--- config.mk ---
export PLATFORM = sky130hd
export DESIGN_NAME = regbank_op_sequencer
export DESIGN_NICKNAME = d
export VERILOG_FILES = /design/src/rtl/regbank_ctrl_pkg.sv /design/src/rtl/rr_arbiter2.sv /design/src/rtl/regbank_op_sequencer.sv
export SDC_FILE = /design/constraint.sdc
export NUM_CORES = 1
export LEC_CHECK = 0
export CORE_MARGIN = 3
export CORE_UTILIZATION = 44
export DETAILED_ROUTE_END_ITERATION = 12
export PLACE_DENSITY = 0.77
export SYNTH_ARGS = -nofsm -noshare
export SYNTH_HDL_FRONTEND = slang
export SYNTH_HIERARCHICAL = 1
export SYNTH_SLANG_ARGS = --single-unit
--- constraint.sdc ---
create_clock -name clk -period 2.5 [get_ports clk]
set_input_delay 0.5 -clock clk [delete_from_list [all_inputs] [get_ports clk]]
set_output_delay 0.5 -clock clk [all_outputs]
set_load 0.03 [all_outputs]
--- src/rtl/regbank_ctrl_pkg.sv ---
`default_nettype none
// ============================================================================
// Module      : regbank_ctrl_pkg
// Description : Shared types and defaults for the register-bank operation
//               sequencer (operation codes, FSM states, width defaults).
// Revision    : 1.0 - initial release
// ============================================================================
package regbank_ctrl_pkg;

    // Default configuration of the sequencer and the bank it drives
    localparam int c_data_w_def = 8;
    localparam int c_addr_w_def = 3;
    localparam int c_wr_lat_def = 2;

    // Operation requested by a requester: dst = src1 OP src2
    typedef enum logic [1:0] {
        OP_ADD = 2'd0,
        OP_SUB = 2'd1,
        OP_AND = 2'd2,
        OP_OR  = 2'd3
    } op_t;

    // Sequencer FSM states
    typedef enum logic [1:0] {
        IDLE   = 2'd0,
        READ   = 2'd1,
        WRITE  = 2'd2,
        SETTLE = 2'd3
    } seq_state_t;

endpackage : regbank_ctrl_pkg
`default_nettype wire

--- src/rtl/rr_arbiter2.sv ---
`default_nettype none
// ============================================================================
// Module      : rr_arbiter2
// Description : Two-requester round-robin arbiter. Combinational one-hot
//               grant; the priority pointer advances only when the owner
//               strobes i_update, handing priority to the other requester.
// Revision    : 1.0 - initial release
// ============================================================================
module rr_arbiter2 (
    input  logic       clk,
    input  logic       rst,
    input  logic [1:0] i_req,
    input  logic       i_update,
    output logic [1:0] o_grant
);

    // 0: requester 0 wins a tie, 1: requester 1 wins a tie
    logic r_ptr;

    // One-hot grant: a lone request always wins, a tie goes to the pointer
    always_comb begin
        o_grant = 2'b00;
        case (i_req)
            2'b01:   o_grant = 2'b01;
            2'b10:   o_grant = 2'b10;
            2'b11:   o_grant = r_ptr ? 2'b10 : 2'b01;
            default: o_grant = 2'b00;
        endcase
    end

    // Priority pointer: after serving requester k, requester 1-k is favoured
    always_ff @(posedge clk) begin
        if (rst) begin
            r_ptr <= 1'b0;
        end else if (i_update && (o_grant != 2'b00)) begin
            r_ptr <= o_grant[0];
        end
    end

endmodule : rr_arbiter2
`default_nettype wire

--- src/rtl/regbank_op_sequencer.sv ---
`default_nettype none
// ============================================================================
// Module      : regbank_op_sequencer
// Description : Shares an 8-entry register bank between two requesters. Each
//               request is a read-modify-write dst = src1 OP src2, arbitrated
//               round-robin and sequenced IDLE -> READ -> WRITE -> SETTLE so
//               every operation sees the previous result.
//               Optional build macro REGBANK_SEQ_SAT_EN: ADD saturates to
//               all-ones on carry, SUB clamps to zero on borrow.
// Revision    : 1.0 - initial release
// ============================================================================
module regbank_op_sequencer
    import regbank_ctrl_pkg::*;
#(
    parameter int DATA_W = c_data_w_def,
    parameter int ADDR_W = c_addr_w_def,
    parameter int WR_LAT = c_wr_lat_def
) (
    input  logic                   clk,
    input  logic                   rst,
    input  logic [1:0]             req,
    input  logic [1:0][1:0]        req_op,
    input  logic [1:0][ADDR_W-1:0] req_src1,
    input  logic [1:0][ADDR_W-1:0] req_src2,
    input  logic [1:0][ADDR_W-1:0] req_dst,
    output logic [1:0]             ack,
    output logic                   rsp_zero,
    output logic                   rsp_carry,
    output logic                   busy,
    output logic [ADDR_W-1:0]      reg_addr_1,
    output logic [ADDR_W-1:0]      reg_addr_2,
    input  logic [DATA_W-1:0]      reg_data_1,
    input  logic [DATA_W-1:0]      reg_data_2,
    output logic                   write_enable,
    output logic [ADDR_W-1:0]      write_addr,
    output logic [DATA_W-1:0]      write_data
);

    // SETTLE lasts WR_LAT-1 cycles; the counter runs 0 .. WR_LAT-2
    localparam int c_cnt_w = (WR_LAT > 2) ? $clog2(WR_LAT) : 1;
    localparam logic [c_cnt_w-1:0] c_settle_last = c_cnt_w'((WR_LAT > 1) ? (WR_LAT - 2) : 0);

    seq_state_t          r_state;
    seq_state_t          w_state_next;

    logic [1:0]          w_grant;
    logic                w_update;
    logic                w_sel;

    logic [1:0]          r_grant;
    op_t                 r_op;
    logic [ADDR_W-1:0]   r_src1;
    logic [ADDR_W-1:0]   r_src2;
    logic [ADDR_W-1:0]   r_dst;

    logic [DATA_W:0]     w_sum;
    logic [DATA_W:0]     w_diff;
    logic [DATA_W-1:0]   w_result;
    logic                w_carry;

    logic [DATA_W-1:0]   r_result;
    logic                r_zero;
    logic                r_carry;
    logic [c_cnt_w-1:0]  r_cnt;

    logic                w_in_write;

    // A grant is taken only from IDLE; that is also when the pointer moves
    assign w_update = (r_state == IDLE) && (req != 2'b00);
    assign w_sel    = w_grant[1];

    rr_arbiter2 u_arb (
        .clk      (clk),
        .rst      (rst),
        .i_req    (req),
        .i_update (w_update),
        .o_grant  (w_grant)
    );

    // FSM state register
    always_ff @(posedge clk) begin
        if (rst) begin
            r_state <= IDLE;
        end else begin
            r_state <= w_state_next;
        end
    end

    // Next-state logic; WR_LAT of 1 needs no SETTLE cycle at all
    always_comb begin
        w_state_next = r_state;
        case (r_state)
            IDLE:    if (w_update) w_state_next = READ;
            READ:    w_state_next = WRITE;
            WRITE:   w_state_next = (WR_LAT > 1) ? SETTLE : IDLE;
            SETTLE:  if (r_cnt == c_settle_last) w_state_next = IDLE;
            default: w_state_next = IDLE;
        endcase
    end

    // Latch the granted requester's fields so later changes are ignored
    always_ff @(posedge clk) begin
        if (rst) begin
            r_grant <= 2'b00;
            r_op    <= OP_ADD;
            r_src1  <= '0;
            r_src2  <= '0;
            r_dst   <= '0;
        end else if (w_update) begin
            r_grant <= w_grant;
            r_op    <= op_t'(req_op[w_sel]);
            r_src1  <= req_src1[w_sel];
            r_src2  <= req_src2[w_sel];
            r_dst   <= req_dst[w_sel];
        end
    end

    // ALU on the bank read data; carry is the raw carry/borrow in both builds
    always_comb begin
        w_sum    = {1'b0, reg_data_1} + {1'b0, reg_data_2};
        w_diff   = {1'b0, reg_data_1} - {1'b0, reg_data_2};
        w_result = '0;
        w_carry  = 1'b0;
        case (r_op)
            OP_ADD: begin
                w_carry  = w_sum[DATA_W];
`ifdef REGBANK_SEQ_SAT_EN
                w_result = w_sum[DATA_W] ? {DATA_W{1'b1}} : w_sum[DATA_W-1:0];
`else
                w_result = w_sum[DATA_W-1:0];
`endif
            end
            OP_SUB: begin
                w_carry  = w_diff[DATA_W];
`ifdef REGBANK_SEQ_SAT_EN
                w_result = w_diff[DATA_W] ? {DATA_W{1'b0}} : w_diff[DATA_W-1:0];
`else
                w_result = w_diff[DATA_W-1:0];
`endif
            end
            OP_AND:  w_result = reg_data_1 & reg_data_2;
            OP_OR:   w_result = reg_data_1 | reg_data_2;
            default: w_result = '0;
        endcase
    end

    // Capture result and flags during READ for presentation in WRITE
    always_ff @(posedge clk) begin
        if (rst) begin
            r_result <= '0;
            r_zero   <= 1'b0;
            r_carry  <= 1'b0;
        end else if (r_state == READ) begin
            r_result <= w_result;
            r_zero   <= (w_result == '0);
            r_carry  <= w_carry;
        end
    end

    // SETTLE cycle counter, rearmed on every WRITE
    always_ff @(posedge clk) begin
        if (rst) begin
            r_cnt <= '0;
        end else if (r_state == WRITE) begin
            r_cnt <= '0;
        end else if (r_state == SETTLE) begin
            r_cnt <= r_cnt + c_cnt_w'(1);
        end
    end

    // Reset wins over a WRITE in progress so an aborted op never commits
    assign w_in_write   = (r_state == WRITE) && !rst;

    assign ack          = w_in_write ? r_grant : 2'b00;
    assign write_enable = w_in_write && (r_dst != '0);
    assign write_addr   = w_in_write ? r_dst : '0;
    assign write_data   = w_in_write ? r_result : '0;
    assign rsp_zero     = w_in_write && r_zero;
    assign rsp_carry    = w_in_write && r_carry;
    assign busy         = (r_state != IDLE);

    // Read addresses follow the latched sources and hold between operations
    assign reg_addr_1   = r_src1;
    assign reg_addr_2   = r_src2;

endmodule : regbank_op_sequencer
`default_nettype wire

==> results of run 1 <==
## worst paths after layout
path	slack (ns)	end	startpoint	depth (start not counted)
max	0.11	r_zero	reg_data_2[0]	9
min	0.50	r_result[3]	r_result[3]	2
max reg2reg	0.43	r_zero	r_op[0]	6
min reg2reg	0.50	r_result[3]	r_result[3]	2
## what timing repair did
| item | in CTS | in global routing |
|---|---|---|
| pin swaps | 10 | 10 |
| buffers inserted | 2 | 2 |
| resized for setup | 26 | 21 |
| setup endpoints to repair | 8 | 6 |
| hold buffers | 0 | 0 |
## worst max-delay path, cell delays in order
cell             delay [ns]
clkdlybuf4s15_1        0.21
ha_2                   0.23
fa_2                   0.53
inv_1                  0.04
mux4_2                 0.46
nor2_1                 0.10
nand3_1                0.10
nor4b_2                0.28
a31o_1                 0.17
## flip-flops by register name, indices dropped and copies added (netlist names)
| signal | cells |
|---|---|
| r_cnt | 1 |
| reg_addr_2 | 3 |
| r_state | 2 |
| r_carry | 1 |
| reg_addr_1 | 3 |
| r_grant | 2 |
| r_dst | 3 |
| r_op | 2 |
| r_zero | 1 |
| u_arb/r_ptr | 1 |
| r_result | 8 |
## layer usage
metal / vias to the layer above / track usage (%) / part of all wire (%)
met5: - / 0 / 0
met4: 0 / 3.95 / 1.0
met3: 7 / 3.63 / 5.2
met2: 60 / 37.3 / 51
met1: 1131 / 22.5 / 42
li1: 1217 / - / -
## power breakdown
part | leakage [nW] | switching [W] | internal, W
registers | 0.223 | 0.000108 | 0.000583
clock network | 0.0217 | 0.000137 | 0.000113
logic | 1.35 | 0.000803 | 0.000727
## layout make-up
class / count / area [sq um]
clock buffers: 3 / 41.3
clock inverters: 1 / 7.51
fillers: 409 / 1410
inverters: 30 / 113
multi-input cells: 215 / 1750
flip-flops and latches: 27 / 541
well taps: 67 / 83.8
repair buffers: 115 / 997
## synth_stat cells, types with 4 or more instances
cell      count
a211oi_1     18
clkbuf_1      8
o31ai_1       4
o21ai_0      11
nor3_1        7
and2_1       15
ha_1         28
dfxtp_1      27
a21oi_1       9
mux2i_1      17
inv_1        29
nand3b_1      4
nor2_1       39
o211ai_1      4
nor2b_1       4
nand2_1       9
buf_2         4
## metrics by stage
step	area [sq um]	cells	setup TNS (ns)
after floorplan	2340	287	0
after global routing	3540	458	0
final	3540	458	0
after global placement	3320	450	-3.09
after detailed placement	3320	450	-3.68
after CTS	3480	456	-0.00990
## cell usage in the layout (no fill, tap or decap), types with 3 or more instances in the layout
cell              n
nand3b_1          4
a21oi_1           8
nor2_1           38
xnor2_1           3
o21ai_0          10
a211oi_2          4
o211ai_1          4
inv_2            10
dlygate4sd2_1     3
dfxtp_1          27
nand3_1           3
clkbuf_8          3
ha_4              6
nor3_1            7
inv_1            20
nand2_1           9
ha_1             20
buf_4            65
and2_1           15
nor2b_1           4
mux2i_1          17
dlymetal6s2s_1    5
clkdlybuf4s50_1  38
a211oi_1         16
## kinds of logic after synthesis
group                    after synthesis
AND/OR/NAND/NOR                       96
AO/OA/AOI/OAI                         67
buffers and inverters                 45
adder cells (fa/ha/maj)               30
flip-flops                            27
multiplexers                          19
XOR/XNOR                               3
==> results by group, run 1 <==
Floorplanning
  – Die width: 78.9 um
  – Die Y: 78.9 um
  – Ports: 65
  – Initial Util: 47.3%
  – Num rows: 25
  – Die Area: 6230 sq um
  – Area of the core: 4940 sq um

Critical path
  – Crit path launch type: primary input
  – CP required: 2.72 ns
  – Setup Crit Path Kind: primary input to flip-flop
  – WP data arrival: 2.61 ns
  – CP Capture Type: flip-flop
  – Critical path peak fanout: 3

Hold path
  – Hold Path Class: flip-flop to flip-flop

Status
  – Status: finished, final reports clean

Clock tree
  – Cts bufs inserted: 3
  – CTS H-tree lvls: 1
  – CTS clk-pin slew, worst paths: 0.09 ns
  – Sink Count: 27
  – Root Buffer: clkbuf_8
  – Skew-Pair Late Insertion Delay: 0.27 ns
  – Clk buf depth: 2
  – TritonCTS clock tree: done

Synthesis
  – Top-area cell type share of the netlist area: 23.1%
  – Synth Area per Inst: 8.15 sq um
  – Area leader, netlist: dfxtp_1
  – Cells after Synth: 287
  – Register area share after synthesis: 23.1%
  – Adder-Cell Fraction of Synth Area: 16.7%
  – Post-synth ARST share: 0%
  – Post-synthesis simple-gate area fraction: 21.4%
  – Compound-Gate Fraction of Synth Area: 20.7%
  – Synth unique cells: 53
  – Post-synth top flop: dfxtp_1
  – Post-synthesis xor/xnor area fraction: 1.12%
  – Synth Warn #: 6
  – Top post-synthesis cells by area: dfxtp_1 23%, ha_1 15%, mux2i_1 7.3%
  – Post-synth EDFFs: 0
  – Multiplexer share of the synthesized area: 9.20%
  – Cell area after synthesis: 2340 sq um
  – Post-synth net total: 359
  – Yosys reg bits: 27
  – Main combinational cell family by area after synthesis: simple AND/OR/NAND/NOR gates

Timing
  – Unrepaired setup endpoints after global routing: false
  – Final worst slack: 0.108 ns
  – Max Slew Vio Count: 0
  – Setup Skew: 0.00378 ns
  – Hold_ws: 0.495 ns
  – # setup viols final: 0
  – Worst-Margin Slew: 0.506 ns
  – Maximum clock rate: 418 MHz
  – Final Critical Period: 2.39 ns
  – Fin. Hold Viols: 0
  – Final period util: 95.7%
  – Slew headroom: 66.2%

GRT
  – Initial antenna violation count: 0
  – Overflow after GRT: 0
  – GRT Total Usage: 19.5%
  – Vias in the first global route: 2377
  – First-pass GRT wire length: 10100 um
  – Maximum number of pins on one net before global-route repair: 30

Layout
  – Area growth syn-to-layout: 51.2%
  – Share of layout cells above drive strength 1: 27.9%
  – Core Util, Final: 71.5%
  – Final net count: 464
  – Diode count: 0

Placed design
  – Count of input and output buffers: 64
  – Final Wtd Congestion: 0.850
  – Post-DP HPWL: 4990 um
  – Pre-CTS setup slack: -0.611 ns

Routing
  – WL final: 6300 um
  – Detail Route Antenna Nets: 0
  – Drt pass-1 iters: 4
  – First-iteration detailed-routing DRC count: 118
  – Via density: 5.27
  – Vias: 2415
  – Residual DRC: 0
  – Avg WL per Cell: 13.7 um

Run
  – Max-cap violations: 0

Pwr
  – Total power: 0.00247 W
  – PD cells: 699 nW/um^2
  – Worst vdd ir: 0.000547 V
  – P_leak: 1.60 nW
No activity file was read; power rests on OpenSTA's default activity.
==> run 2: changes to the inputs <==
--- a/config.mk
+++ b/config.mk
@@ -6,9 +6,10 @@
 export NUM_CORES = 1
 export LEC_CHECK = 0
 export CORE_MARGIN = 3
-export CORE_UTILIZATION = 44
+export CORE_UTILIZATION = 41
 export DETAILED_ROUTE_END_ITERATION = 12
-export PLACE_DENSITY = 0.77
+export PLACE_DENSITY = 0.73
+export RECOVER_POWER = 100
 export SYNTH_ARGS = -nofsm -noshare
 export SYNTH_HDL_FRONTEND = slang
 export SYNTH_HIERARCHICAL = 1
==> run 2 against run 1 <==
Critical path depth rose by 1. Global-route usage fell by 0.48 points. Final cell count rose by 0.87%. Register-to-register slack got worse by 0.03 ns. Non-clock buffer count rose by 1. Largest cell class unchanged. Worst setup slack got worse by 0.071 ns. Largest power group unchanged. Maximum frequency fell by 2.9%. Critical endpoint is now r_result[6]. Power fell by 2.7%.
==> results by group, run 2 (synthesized netlist as in run 1, its figures left out) <==
Layout
  – Diode count: 0
  – Fill count: 450
  – Share of layout cells above drive strength 1: 28.1%
  – Most common cell after layout, fill and taps aside: buf_4
  – Max FFs per register: 8
  – Finished layout cell area: 3520 sq um
  – Area growth syn-to-layout: 50.7%
  – Final net count: 465
  – Biggest register: r_result
  – Most frequent cells in the layout: 59 x buf_4, 39 x nor2_1, 30 x clkdlybuf4s50_1

Routing
  – WL final: 6310 um
  – Drt pass-1 iters: 4
  – Avg WL per Cell: 13.7 um
  – Via density: 5.20
  – Met3 wire length: 393 um
  – Vias: 2404
  – WL met2: 3020 um
  – Highest Signal Layer: met4
  – Residual DRC: 0
  – Detail Route Antenna Nets: 0
  – First-iteration detailed-routing DRC count: 87
  – Wl on met1: 2780 um

Placed design
  – Final Wtd Congestion: 0.816
  – Post-DP HPWL: 4930 um
  – Pre-CTS setup slack: -0.614 ns
  – Count of input and output buffers: 64
  – Placed Area: 3330 sq um

Timing
  – Worst-Margin Slew: 0.506 ns
  – Final period util: 98.5%
  – Fin. Hold Viols: 0
  – Maximum clock rate: 406 MHz
  – Slew headroom: 66.2%
  – # setup viols final: 0
  – Max Slew Vio Count: 0
  – Setup Skew: 0.00185 ns
  – Final Critical Period: 2.46 ns
  – Unrepaired setup endpoints after global routing: true
  – Final worst slack: 0.0368 ns

GRT
  – Overflow after GRT: 0
  – Initial antenna violation count: 0
  – Vias in the first global route: 2289
  – First-pass GRT wire length: 10200 um
  – GRT Total Usage: 19.0%
  – Maximum number of pins on one net before global-route repair: 30

Clock tree
  – Root Buffer: clkbuf_8
  – Post-CTS Hold Fix Bufs: 0
  – CTS clk-pin slew, worst paths: 0.08 ns
  – Cts bufs inserted: 3
  – CTS H-tree lvls: 1
  – TritonCTS clock tree: done
  – Skew-Pair Late Insertion Delay: 0.26 ns
  – Clk buf depth: 2
  – Sink Count: 27

Pwr
  – Worst vdd ir: 0.000317 V
  – P_leak: 1.61 nW
  – PD cells: 682 nW/um^2

Floorplanning
  – Initial Util: 44.1%
  – Ports: 65
  – Die width: 81.5 um
  – Die Y: 81.5 um
  – Area of the core: 5300 sq um
  – Num rows: 26
  – Die Area: 6650 sq um

Hold path
  – Hold Startpoint: r_result[1]
  – Hold Path Class: flip-flop to flip-flop
  – Hold Path Cell Cnt: 2
  – Hold Path Sink: r_result[1]

Critical path
  – CP required: 2.65 ns
  – Reg2reg start: r_op[0]
  – Crit path launch type: primary input
  – Setup Crit Path Kind: primary input to flip-flop
  – Critical path peak fanout: 3
  – Worst-case reg-to-reg path depth: 6
  – CP Capture Type: flip-flop
  – Reg-to-reg endpoint: r_zero
  – R2r setup slk: 0.40 ns
  – WP data arrival: 2.61 ns

Status
  – Status: finished, final reports clean

Run
  – Max-cap violations: 0
[run 2: cell types whose count changed in the layout (fill, tap and decap cells not counted), moves of 3 or more]
cell,previous run,this run
and2_1,15,6
buf_4,65,59
clkdlybuf4s50_1,38,30
clkbuf_2,2,8
ha_2,2,5
and2_0,0,9
dlygate4sd3_1,0,8
[run 2: where the power goes]
group | switching [W] | internal [W]
Clock | 0.000123 | 0.000114
Sequential | 0.0000960 | 0.000583
Combinational | 0.000814 | 0.000674
[run 2: layer usage]
layer / track usage (%) / vias to the layer above
met2: 32.6 / 80
met1: 24.7 / 1100
met4: 6.93 / 0
met3: 1.97 / 11
li1: - / 1213
met5: 0 / -
[run 2: timing repair]
item,CTS,global route
pin swaps,11,11
endpoints found under the setup margin,8,6
gates resized for setup,26,26
setup buffers,2,1
[run 2: metrics by stage]
step	power, W	utilization [%]	cells	hold slack [ns]	setup TNS, ns
after global routing	0.00260	66.5	462	0.509	-0.0369
final	0.00240	66.5	462	0.493	0
after detailed placement	0.00214	62.8	455	0.472	-3.85
after floorplan	0.00161	-	287	0.452	0
after CTS	0.00241	66.0	461	0.489	-0.0431
after global placement	0.00210	62.8	455	0.469	-3.37
[run 2: worst max-delay path, stage by stage]
cell	delay, ns
dlygate4sd2_1	0.27
ha_2	0.21
fa_2	0.36
a211oi_2	0.31
o21ai_2	0.11
and4_1	0.19
a221o_1	0.34
buf_4	0.14
mux2i_1	0.12
nor2_1	0.05
[run 2: final cells by class]
| class | instances | area, sq um | area share [%] |
|---|---|---|---|
| clock buffers | 4 | 45.0 | 1.28 |
| inverters | 30 | 113 | 3.19 |
| flip-flops and latches | 27 | 541 | 15.3 |
| well taps | 70 | 87.6 | 2.48 |
| repair buffers | 116 | 977 | 27.7 |
| multi-input cells | 215 | 1760 | 50.0 |
[run 2: how the worst max path moves through the flow]
stage | start | to
3_5_place_dp | reg_data_1[1] | r_zero
4_1_cts | reg_data_1[2] | r_zero
5_1_grt | reg_data_2[0] | r_result[6]
6_report | reg_data_2[0] | r_result[6]
3_3_place_gp | reg_data_1[1] | r_zero
2_1_floorplan | reg_data_1[0] | r_zero
==> run 3: changes to the inputs <==
--- a/config.mk
+++ b/config.mk
@@ -5,10 +5,11 @@
 export SDC_FILE = /design/constraint.sdc
 export NUM_CORES = 1
 export LEC_CHECK = 0
+export ABC_AREA = 1
 export CORE_MARGIN = 3
 export CORE_UTILIZATION = 41
 export DETAILED_ROUTE_END_ITERATION = 12
-export PLACE_DENSITY = 0.73
+export PLACE_DENSITY = 0.72
 export RECOVER_POWER = 100
 export SYNTH_ARGS = -nofsm -noshare
 export SYNTH_HDL_FRONTEND = slang
==> run 3 against run 2 <==
Final cell count is 17% higher. Non-clock buffer count fell by 30. Worst hold slack worse by 0.030 ns. First-iteration DRC count rose by 11%. Sequential share of layout area rose by 1.6 points. Maximum frequency increased by 3.6%. Cell area fell by 9.4%. Combinational power down 19%. Largest cell class unchanged.
==> results by group, run 3 <==
Synthesis
  – Post-synth top flop: dfxtp_1
  – Synth Area per Inst: 6.19 sq um
  – Count leader, synth: inv_1
  – Post-synth net total: 463
  – Register area share after synthesis: 22.3%
  – Synth Warn #: 6
  – Post-synth EDFFs: 0
  – Top cells by count, synth: 83 x inv_1, 68 x nand2_1, 46 x nor2_1, 38 x a21oi_1, 29 x nand3_1
  – Yosys reg bits: 27
  – Area leader, netlist: dfxtp_1
  – Cell area after synthesis: 2420 sq um
  – Top-area cell type share of the netlist area: 22.3%
  – Cells after Synth: 391
  – Synth unique cells: 29
  – Post-synth ARST share: 0%
  – Top post-synthesis cells by area: dfxtp_1 22%, ha_1 14%, inv_1 13%

Pwr
  – P_leak: 1.65 nW
  – PD cells: 669 nW/um^2
  – Worst vdd ir: 0.000368 V

Placed design
  – Post-DP HPWL: 5100 um
  – Count of input and output buffers: 64
  – Pre-CTS setup slack: -0.143 ns
  – Final Wtd Congestion: 0.969

Layout
  – Most frequent cells in the layout: 83 x inv_1, 66 x nand2_1, 46 x nor2_1
  – Share of layout cells above drive strength 1: 10.1%
  – Diode count: 0
  – Biggest register: r_result
  – Max FFs per register: 8
  – Core Util, Final: 57.0%
  – Area growth syn-to-layout: 31.9%
  – Most common cell after layout, fill and taps aside: inv_1
  – Final net count: 540

Critical path
  – Crit-path cells: dlygate4sd3_1 > inv_1 > nand2_1 > clkbuf_2 > nor2_1 > clkbuf_2
  – Critical path peak fanout: 10
  – Most used cell, CP: clkbuf_2
  – Worst path max stage delay: 0.56 ns
  – CP required: 2.00 ns
  – Setup Crit Path Kind: primary input to primary output
  – Crit path launch type: primary input
  – Critical Path Slowest Stage Cell: dlygate4sd3_1
  – WP data arrival: 1.88 ns
  – CP Capture Type: primary output

Floorplanning
  – Die Area: 6860 sq um
  – Die width: 82.8 um
  – Initial Util: 43.2%
  – Area of the core: 5610 sq um
  – Ports: 65
  – Die Y: 82.8 um
  – Num rows: 27

GRT
  – First-pass GRT wire length: 10500 um
  – GRT Total Usage: 17.6%
  – Maximum number of pins on one net before global-route repair: 25
  – Overflow after GRT: 0
  – Vias in the first global route: 2354
  – Initial antenna violation count: 0

Timing
  – Fin Setup TNS: 0 ns
  – Slew headroom: 56.0%
  – Final period util: 95.1%
  – Worst-Margin Slew: 0.660 ns
  – Hold_ws: 0.464 ns
  – Final worst slack: 0.122 ns
  – Final Critical Period: 2.38 ns
  – # setup viols final: 0
  – Maximum clock rate: 421 MHz
  – Max Slew Vio Count: 0
  – Fin. Hold Viols: 0
  – Unrepaired setup endpoints after global routing: false
  – Setup Skew: 0.00585 ns

Clock tree
  – Post-CTS Resized: 0
  – Skew-Pair Late Insertion Delay: 0.27 ns
  – Post-CTS Hold Fix Bufs: 0
  – CTS clk-pin slew, worst paths: 0.10 ns
  – TritonCTS clock tree: done
  – CTS H-tree lvls: 1
  – Clk buf depth: 2
  – Cts bufs inserted: 3
  – Root Buffer: clkbuf_8
  – Post-CTS Setup Repair Bufs: 0
  – Sink Count: 27

Routing
  – Residual DRC: 0
  – WL final: 6150 um
  – First-iteration detailed-routing DRC count: 97
  – Detail Route Antenna Nets: 0
  – Via density: 4.80
  – Avg WL per Cell: 11.4 um
  – Vias: 2585
  – Drt pass-1 iters: 5

Run
  – Max-cap violations: 0

Hold path
  – Hold Path Class: flip-flop to flip-flop

Status
  – Status: finished, final reports clean
[run 3: changes by cell type after synthesis, moves of 4 or more]
cell,previous run,this run
a211oi_1,18,4
o31ai_1,4,0
nand2_1,9,68
nor2b_1,4,0
inv_1,29,83
mux2i_1,17,0
nor3_1,7,3
and2_1,15,0
nand3_1,3,29
a21oi_1,9,38
o21ai_0,11,27
nor2_1,39,46
o211ai_1,4,0
[run 3: logic make-up after synthesis]
kind of cell,synth area share [%]
buffers and inverters,16.6
adders and majority gates,16.1
DFF,22.3
AOI/OAI and AO/OA,16.8
and+or+nand+nor,28.2
[run 3: path summary, 6_finish.rpt]
kind                                 start             to  slack, ns  cells after the start
worst max-delay path                   rst  write_data[7]       0.12                      6
worst min register to register  r_grant[0]     r_grant[0]       0.46                      2
worst max register to register  r_state[1]         r_zero       0.60                     10
worst min-delay path            r_grant[0]     r_grant[0]       0.46                      2
[run 3: final cells by class]
type	instances	area (sq um)
fillers	590	2410
clock inverters	1	7.51
flip-flops and latches	27	541
clock buffers	3	41.3
multi-input cells	265	1480
repair buffers	86	716
well taps	72	90.1
inverters	85	319
[run 3: critical path, delay by kind of cell]
kind          cells  cell delay (ns)
simple gates      2             0.28
buf+inv           4             1.09
[run 3: report_power, final]
group          internal [W]  leakage [nW]  switching (W)
combinational      0.000459          1.40       0.000748
sequential         0.000584         0.223      0.0000941
clock              0.000113        0.0217       0.000139
[run 3: stage by stage]
step	total power (W)	std cells	area, sq um
final	0.00214	539	3190
after global routing	0.00233	539	3190
after CTS	0.00218	539	3240
after detailed placement	0.00192	535	3190
after global placement	0.00190	535	3190
after floorplan	0.00151	391	2420
[run 3: layer usage]
layer  vias to the layer above  wire length (um)  share of wire (%)  global-route usage, %
li1                       1372                 -                  -                      -
met2                        59              2970                 48                   31.3
met1                      1152              2830                 46                   22.9
met5                         -                 0                  0                      0
met3                         2               319                5.2                   2.88
met4                         0                35               0.57                   2.53
